===== src/rtl/proj_pkg.sv =====
// Shared FM constants and types for the FM RAM read side.
// Reader FIFO depth and k-mer length live here so the hasher can agree on them.
package proj_pkg;

    localparam int FM_GENOME_BTYE        = 8;
    localparam int FM_ADDRESS_READ_COUNT = 8;
    localparam int FM_BUFFER_COUNT       = 2;
    localparam int FM_KMER_LEN           = 4;
    localparam int FM_READER_FIFO_DEPTH  = 4;

    typedef enum logic {
        RD_IDLE = 1'b0,
        RD_EMIT = 1'b1
    } kmer_rd_state_t;

    // Counter width that stays at least one bit for degenerate ranges.
    function automatic int clog2_min1(input int value);
        return (value > 1) ? $clog2(value) : 1;
    endfunction

endpackage


===== src/rtl/proj_sync_fifo.sv =====
// Small synchronous word FIFO with show-ahead read of the head entry.
// A push into a full FIFO is only taken when a pop happens on the same edge.
module proj_sync_fifo
    import proj_pkg::*;
#(
    parameter int WIDTH = 8,
    parameter int DEPTH = 4
) (
    input  logic             clk,
    input  logic             rst_n,
    input  logic             push,
    input  logic             pop,
    input  logic [WIDTH-1:0] wdata,
    output logic [WIDTH-1:0] rdata,
    output logic             full,
    output logic             empty
);

    localparam int AW = clog2_min1(DEPTH);
    localparam int CW = $clog2(DEPTH + 1);

    logic [WIDTH-1:0] mem [DEPTH];
    logic [AW-1:0]    wr_ptr_reg;
    logic [AW-1:0]    rd_ptr_reg;
    logic [CW-1:0]    count_reg;
    logic             do_push;
    logic             do_pop;

    assign full    = (count_reg == CW'(DEPTH));
    assign empty   = (count_reg == '0);
    assign do_pop  = pop & ~empty;
    assign do_push = push & (~full | do_pop);
    assign rdata   = mem[rd_ptr_reg];

    // Storage carries no reset so it can map onto RAM resources.
    always_ff @(posedge clk) begin
        if (do_push) begin
            mem[wr_ptr_reg] <= wdata;
        end
    end

    always_ff @(posedge clk or negedge rst_n) begin
        if (!rst_n) begin
            wr_ptr_reg <= '0;
            rd_ptr_reg <= '0;
            count_reg  <= '0;
        end else begin
            if (do_push) begin
                wr_ptr_reg <= (wr_ptr_reg == AW'(DEPTH - 1)) ? '0 : wr_ptr_reg + AW'(1);
            end
            if (do_pop) begin
                rd_ptr_reg <= (rd_ptr_reg == AW'(DEPTH - 1)) ? '0 : rd_ptr_reg + AW'(1);
            end
            case ({do_push, do_pop})
                2'b10:   count_reg <= count_reg + CW'(1);
                2'b01:   count_reg <= count_reg - CW'(1);
                default: count_reg <= count_reg;
            endcase
        end
    end

endmodule


===== src/rtl/proj_fm_kmer_reader.sv =====
// Captures FM RAM window words into a FIFO and serializes each word into
// overlapping k-mers tagged with their byte offset inside the current buffer.
module proj_fm_kmer_reader
    import proj_pkg::*;
#(
    parameter int DATA_BITS            = FM_GENOME_BTYE,
    parameter int READ_ADDRESSES_COUNT = FM_ADDRESS_READ_COUNT,
    parameter int KMER_LEN             = FM_KMER_LEN,
    parameter int BLOCK_WORDS          = 64,
    parameter int FIFO_DEPTH           = FM_READER_FIFO_DEPTH,
    localparam int POS_BITS            = $clog2(BLOCK_WORDS * READ_ADDRESSES_COUNT)
) (
    input  logic                                    in_clk,
    input  logic                                    in_rst_n,
    input  logic [READ_ADDRESSES_COUNT*DATA_BITS-1:0] in_rdata,
    input  logic                                    in_rvalid,
    input  logic                                    in_buf_start,
    input  logic                                    in_ready,
    output logic                                    out_valid,
    output logic [KMER_LEN*DATA_BITS-1:0]           out_kmer,
    output logic [POS_BITS-1:0]                     out_pos,
    output logic                                    out_buf_done,
    output logic                                    out_overflow
);

    localparam int W         = READ_ADDRESSES_COUNT;
    localparam int NK        = W - KMER_LEN + 1;
    localparam int JW        = clog2_min1(NK);
    localparam int WORD_BITS = W * DATA_BITS;
    localparam int KMER_BITS = KMER_LEN * DATA_BITS;

    logic [WORD_BITS:0]   fifo_rdata;
    logic                 fifo_full;
    logic                 fifo_empty;
    logic                 fifo_pop;

    kmer_rd_state_t       state_reg;
    logic [WORD_BITS-1:0] hold_reg;
    logic [JW-1:0]        j_reg;
    logic [POS_BITS-1:0]  word_idx_reg;
    logic [POS_BITS-1:0]  word_idx_next;
    logic                 seen_word_reg;
    logic                 overflow_reg;
    logic                 last_kmer;
    logic [KMER_BITS-1:0] kmer_slice [NK];

    proj_sync_fifo #(
        .WIDTH (WORD_BITS + 1),
        .DEPTH (FIFO_DEPTH)
    ) u_word_fifo (
        .clk   (in_clk),
        .rst_n (in_rst_n),
        .push  (in_rvalid),
        .pop   (fifo_pop),
        .wdata ({in_buf_start, in_rdata}),
        .rdata (fifo_rdata),
        .full  (fifo_full),
        .empty (fifo_empty)
    );

    assign last_kmer = (j_reg == JW'(NK - 1));

    // Pop when idle, or on the final handshake of a word so the next one follows without a bubble.
    assign fifo_pop = ~fifo_empty &
                      ((state_reg == RD_IDLE) | (in_ready & last_kmer));

    always_comb begin
        word_idx_next = word_idx_reg;
        if (fifo_rdata[WORD_BITS]) begin
            word_idx_next = '0;
        end else if (seen_word_reg) begin
            word_idx_next = (word_idx_reg == POS_BITS'(BLOCK_WORDS - 1)) ?
                            '0 : word_idx_reg + POS_BITS'(1);
        end
    end

    always_ff @(posedge in_clk or negedge in_rst_n) begin
        if (!in_rst_n) begin
            state_reg     <= RD_IDLE;
            hold_reg      <= '0;
            j_reg         <= '0;
            word_idx_reg  <= '0;
            seen_word_reg <= 1'b0;
            overflow_reg  <= 1'b0;
        end else begin
            if (in_rvalid & fifo_full & ~fifo_pop) begin
                overflow_reg <= 1'b1;
            end
            if (fifo_pop) begin
                hold_reg      <= fifo_rdata[WORD_BITS-1:0];
                word_idx_reg  <= word_idx_next;
                seen_word_reg <= 1'b1;
            end
            case (state_reg)
                RD_IDLE: begin
                    if (fifo_pop) begin
                        state_reg <= RD_EMIT;
                        j_reg     <= '0;
                    end
                end
                RD_EMIT: begin
                    if (in_ready) begin
                        if (!last_kmer) begin
                            j_reg <= j_reg + JW'(1);
                        end else begin
                            j_reg <= '0;
                            if (!fifo_pop) begin
                                state_reg <= RD_IDLE;
                            end
                        end
                    end
                end
                default: state_reg <= RD_IDLE;
            endcase
        end
    end

    genvar gi;
    generate
        for (gi = 0; gi < NK; gi++) begin : g_kmer_slice
            assign kmer_slice[gi] = hold_reg[gi*DATA_BITS +: KMER_BITS];
        end
    endgenerate

    always_comb begin
        out_kmer = '0;
        for (int i = 0; i < NK; i++) begin
            if (j_reg == JW'(i)) begin
                out_kmer = kmer_slice[i];
            end
        end
    end

    assign out_valid    = (state_reg == RD_EMIT);
    assign out_pos      = word_idx_reg * POS_BITS'(W) + POS_BITS'(j_reg);
    assign out_buf_done = out_valid & last_kmer &
                          (word_idx_reg == POS_BITS'(BLOCK_WORDS - 1));
    assign out_overflow = overflow_reg;

endmodule


===== config.mk =====
export PLATFORM = sky130hd
export DESIGN_NAME = proj_fm_kmer_reader
export DESIGN_NICKNAME = d
export VERILOG_FILES = /design/src/rtl/proj_pkg.sv /design/src/rtl/proj_sync_fifo.sv /design/src/rtl/proj_fm_kmer_reader.sv
export SDC_FILE = /design/constraint.sdc
export NUM_CORES = 1
export LEC_CHECK = 0
export BUFFER_PORTS_ARGS = -buffer_cell sky130_fd_sc_hd__buf_2
export CORE_MARGIN = 5
export CORE_UTILIZATION = 39
export CTS_CLUSTER_DIAMETER = 120
export DETAILED_ROUTE_END_ITERATION = 8
export PLACE_DENSITY = 0.55
export SLEW_MARGIN = 20
export SYNTH_ARGS = -nofsm -noshare
export SYNTH_HDL_FRONTEND = slang
export SYNTH_SLANG_ARGS = --single-unit

===== constraint.sdc =====
create_clock -name in_clk -period 2.75 [get_ports in_clk]
set_input_delay 0.275 -clock in_clk [delete_from_list [all_inputs] [get_ports in_clk]]
set_output_delay 0.275 -clock in_clk [all_outputs]
set_load 0.005 [all_outputs]

# Yosys cells after proc, flatten, opt, wreduce, memory -nomap -nowiden
# Memory sizes are Yosys's and may differ from the RTL's.
# Index checks and enable logic that the tools add are counted.
# word_totals
memories	1
inputBits	69
register_bits	86
ram_bits	260
# op_classes
eq_ne	12
reduce_logical	6
mux	21
add_sub_neg	7
bitwise_logic	14
# mem_list
memory	depth	width	read_ports	rd_ports_with_merged_regs	wr	line_no	source
u_word_fifo.mem	4	65	1	0	1	proj_sync_fifo.sv:22	logic [WIDTH-1:0] mem [DEPTH];
# ops
op	count
$mux W32	5
$mux W9	3
$pmux W3 S2	2
$add A9 B1 Y9 const B	1
$add A9 B3 Y9	1
$eq A9 B6 Y1 const B	1
$mux W3	3
$and A1 B1 Y1	8
$add A3 B1 Y3 const B	2
$eq A2 B2 Y1 const B	3
$eq A3 B2 Y1 const B	2
$eq A3 B3 Y1 const B	2
$logic_not A3 Y1	2
$mux W1	5
$add A2 B1 Y2 const B	2
$mux W2	2
$ne A2 B2 Y1 const B	2
$not A1 Y1	4
$reduce_and A2 Y1	2
$reduce_bool A2 Y1	2
$eq A3 B1 Y1 const B	1
$sub A3 B1 Y3 const B	1
$eq A2 B1 Y1 const B	1
$or A1 B1 Y1	2
$pmux W1 S2	1

# Depth between registers and ports, before layout
# depth
depth_word	9
depth_mapped	12

# Hierarchy
# A second synthesis with hierarchy kept.
# unflattened
hier_cells	985
hier_area_um2	14714.1
# by_module_without_submodules
mod	cells_per_inst	seq_area_each_um2	area_each_um2	n_inst
proj_sync_fifo	381	7982.7	9831.9	1
proj_fm_kmer_reader	604	1976.9	4882.2	1

# Least setup slack after synthesis
# No wires, ideal clock.
# synth_timing
path_kind	register to register
start	reg j_reg[0]
end	mem u_word_fifo.mem[0][0] in the netlist's numbering (enable)
stages_incl_launch_ff	6
t_arrival_ps	2566
path_slack_ps	-246
t_required_ps	2320
synth_period_minus_slack_ps	2996
setup_time_ps	430
path_cell_list	dfrtp_1 > inv_1 > ha_1 > nand3_1 > nand4_1 > and3_1
# synth_via
elab_chain_len	9
# synth_rtl
element	line_no	source
from (decl)	proj_fm_kmer_reader.sv:39	logic [JW-1:0] j_reg;
from (signal assigned)	proj_fm_kmer_reader.sv:104	j_reg <= j_reg + JW'(1);
$eq A3 B3 Y1	proj_fm_kmer_reader.sv:61	assign last_kmer = (j_reg == JW'(NK - 1));
$and A1 B1 Y1	proj_fm_kmer_reader.sv:65	((state_reg == RD_IDLE) | (in_ready & last_kmer));
$or A1 B1 Y1	proj_fm_kmer_reader.sv:65	
$and A1 B1 Y1	proj_fm_kmer_reader.sv:64	assign fifo_pop = ~fifo_empty &
$and A1 B1 Y1	proj_sync_fifo.sv:31	assign do_pop = pop & ~empty;
$or A1 B1 Y1	proj_sync_fifo.sv:32	assign do_push = push & (~full | do_pop);
$and A1 B1 Y1	proj_sync_fifo.sv:32	
$mux W1	proj_sync_fifo.sv:37	if (do_push) begin
$mux W1 (implied by the code)	proj_sync_fifo.sv:38	mem[wr_ptr_reg] <= wdata;
to (decl)	proj_sync_fifo.sv:22	
# Every way passes these cells.

# Worst setup path after layout
# layout_timing
start	reg j_reg[0]
end	out out_kmer[1]
# layout_via
elab_chain_len	6
# layout_rtl
element	line_no	source
$logic_not A3 Y1	proj_fm_kmer_reader.sv:128	if (j_reg == JW'(i)) begin
$mux W32 (4 in series)	proj_fm_kmer_reader.sv:128	
$mux W32 (*)	proj_fm_kmer_reader.sv:128	
to (decl)	proj_fm_kmer_reader.sv:20	output logic [KMER_LEN*DATA_BITS-1:0] out_kmer,
# Mark *: on every way between the ends. The rest lies on a longest branch, timed or not.

==> flow_summary.ini <==
[status]
outcome = finished with violations
violations = negative setup slack

[clock_tree]
htreeDepth = 2
clk_latency_ns = 0.52
path_clk_slew_ns = 0.06
cts_tree = built
cts-root-buf = clkbuf_16
cts_max_path_buffers = 3
cts-buffers-inserted = 37
cts.sinks = 346

[final_layout]
final_cell_area_mm2 = 0.0178
largest_reg_flops = 260
finish.net_count = 1080
n_antenna_cell = 0
area_delta_synth_final_pct = 25.0
drive_gt1_share_pct = 36.5
fillers = 3096

[timing]
fmax_ghz = 0.354
hold_viol = 0
whs_ns = 0.0438
skew_ns = 0.0138
slew_headroom_pct = 57.4
setup_slack_ns = -0.0713
finalSetupViolations = 15
slew_violations = 0
rsz0062_at_grt = true
period_needed_ns = 2.82
tightest_slew_ns = 0.639
period_share_pct = 103

[placed_design]
placed_cell_area_mm2 = 0.0155
preCtsSetupSlack_ns = 0.0784
place_congestion = 0.832
hpwlAfterDp_um = 20600
port_buffers = 112

[setup_path]
start_kind = flop
r2r-end = u_word_fifo.count_reg[2]$_DFFE_PN0P_
worstPathArrival_ns = 2.55
end_kind = output port
worstPathRequired_ns = 2.48
rrSetupSlack_ns = 0.31
crit_type = reg2out
reg2reg_from = j_reg[1]$_DFFE_PN0P_
ff2ff_path_depth = 13
critPathMaxFanout = 8
crit_start = j_reg[0]$_DFFE_PN0P_

[min_path]
hp-class = in2reg
hold_depth = 3
hp-start = in_rvalid
holdPathEnd = out_overflow$_DFFE_PN0P_

[grt]
grt_pass1_vias = 8303
grt_start_max_net_pins = 71
grtUsageTotal_pct = 16.1
antenna_found_initial = 0
globalRouteOverflowTotal = 0
grt_pass1_wl_um = 50900

[pwr]
peakVddDrop_mv = 0.562
p_leak_nw = 6.38
powerDensity_mw_per_mm2 = 1160

[yosys]
synth-edff-count = 260
synth_cells = 803
syn_area_per_cell_um2 = 17.7
ys.warnings.count = 0
synth_flop_cell = edfxtp_1
synth-simple-area-share_pct = 3.57
ys_seq_elements = 346
synth-compound-area-share_pct = 7.04
synth.top_cell.area_share_pct = 54.9
synth_commonest_cells = edfxtp_1 (260), dfrtp_1 (86), mux2_2 (68)
synthTopCellsByArea = edfxtp_1 (55%), dfrtp_1 (15%), mux4_2 (10%), mux2_2 (5.4%), a221oi_1 (2.0%)
syn_nets = 885
synth_top_family_by_area = multiplexers
ys_async_sr_fraction_pct = 24.9
synth-xor-area-share_pct = 0.185
synth_mux_area_share_pct = 15.8
synth_most_common_cell = edfxtp_1
synth_fa_ha_area_share_pct = 1.20
synth_top_area_cell = edfxtp_1
ys_seq_area_share_pct = 70.1
synth_area_mm2 = 0.0142
ys_types = 45

[flow_run]
cap_violations = 0

[route]
vias_per_cell = 5.34
vias = 7987
ant_nets = 0
post-route-drc-count = 0
routed_wl_um = 32900
drt_iter0_drc = 658
firstDrtPassIters = 5
wl_per_cell_um = 22.0

[die]
ios = 113
row_count = 70
die-area_mm2 = 0.0403
core_area_mm2 = 0.0363
dieHeight_um = 201
initial_core_util_pct = 39.2
fp.dieW_um = 201
## final cells by class
| cell class | instances | area, um^2 | area share [%] |
|---|---|---|---|
| clock inverters | 20 | 295 | 1.66 |
| well taps | 468 | 586 | 3.30 |
| flip-flops and latches | 346 | 9970 | 56.1 |
| clock buffers | 48 | 997 | 5.62 |
| repair buffers | 214 | 1730 | 9.73 |
| inverters | 12 | 45.0 | 0.254 |
| multi-input cells | 387 | 4140 | 23.3 |
## where the power goes
group          switching [mW]  leakage (nW)  total (mW)  internal [mW]
Clock                    1.96         0.632        5.19           3.23
Sequential              0.982          3.41        8.06           7.08
Combinational            3.67          2.34        7.26           3.59
## worst max path at each step
stage | endpoint | cells after the start
6_report | out_kmer[1] | 10
5_1_grt | out_kmer[2] | 10
4_1_cts | out_kmer[14] | 9
3_5_place_dp | out_kmer[18] | 9
3_3_place_gp | out_kmer[18] | 9
2_1_floorplan | u_word_fifo.count_reg[2]$_DFFE_PN0P_ | 11
## kinds of logic (layout without fill, tap and decap cells)
family | after synthesis | after routing
flops | 346 | 346
buf+inv | 70 | 294
fa+ha+maj | 13 | 13
simple gates | 113 | 113
xor+xnor | 3 | 3
compound gates | 124 | 124
mux | 134 | 134
## per-stage QoR
| stage | TNS [ns] | std cells | power (mW) | utilization [%] |
|---|---|---|---|---|
| finish | -0.501 | 1495 | 20.5 | 49.0 |
| global route | -3.23 | 1495 | 21.6 | 49.0 |
| CTS | -0.0153 | 1487 | 20.6 | 48.6 |
| detailed placement | 0 | 1350 | 14.9 | 42.8 |
| global placement | 0 | 1350 | 14.9 | 42.8 |
| floorplan | 0 | 803 | 11.9 | - |
## repair_timing
action,in CTS,in global routing
setup endpoints to repair,32,32
cloned,2,0
pin swaps,18,21
resized for setup,45,14
hold buffers,66,0
hold endpoints to repair,304,0
buffers inserted,2,10
## layer usage
metal / vias up / GRT usage, % / wire (um)
li1: 3623 / - / -
met2: 203 / 25.8 / 15900
met1: 4097 / 22.5 / 14500
met3: 64 / 2.58 / 1450
met5: - / 0 / 0
met4: 0 / 5.46 / 997
## worst max-delay path, stage by stage (launching register included)
cell	delay [ns]
dfrtp_1	0.39
buf_6	0.13
ha_4	0.16
nor3b_4	0.20
buf_6	0.16
buf_16	0.13
buf_8	0.12
a221oi_1	0.10
o311ai_1	0.24
o21a_1	0.25
buf_2	0.14
## layout by cell type (no fill, tap or decap), types with 3 or more instances in the layout
cell / count
or3_1: 3
a21o_1: 3
a221oi_1: 23
a22o_1: 3
buf_6: 3
o311ai_1: 24
buf_4: 16
ha_1: 8
clkbuf_16: 37
inv_1: 10
buf_12: 15
buf_2: 111
nor3_1: 3
a221oi_2: 9
o21a_1: 32
dfrtp_1: 83
nand2_1: 43
mux2_2: 68
clkbuf_8: 3
o311ai_2: 6
and3_2: 4
nand4_1: 3
dlygate4sd3_1: 66
nand3_1: 3
o31ai_1: 3
clkinv_2: 5
clkinv_1: 5
o21ai_0: 8
bufinv_16: 7
clkbuf_1: 8
nor2_1: 39
edfxtp_1: 260
mux4_2: 65
No activity file was read; power rests on OpenSTA's default activity.
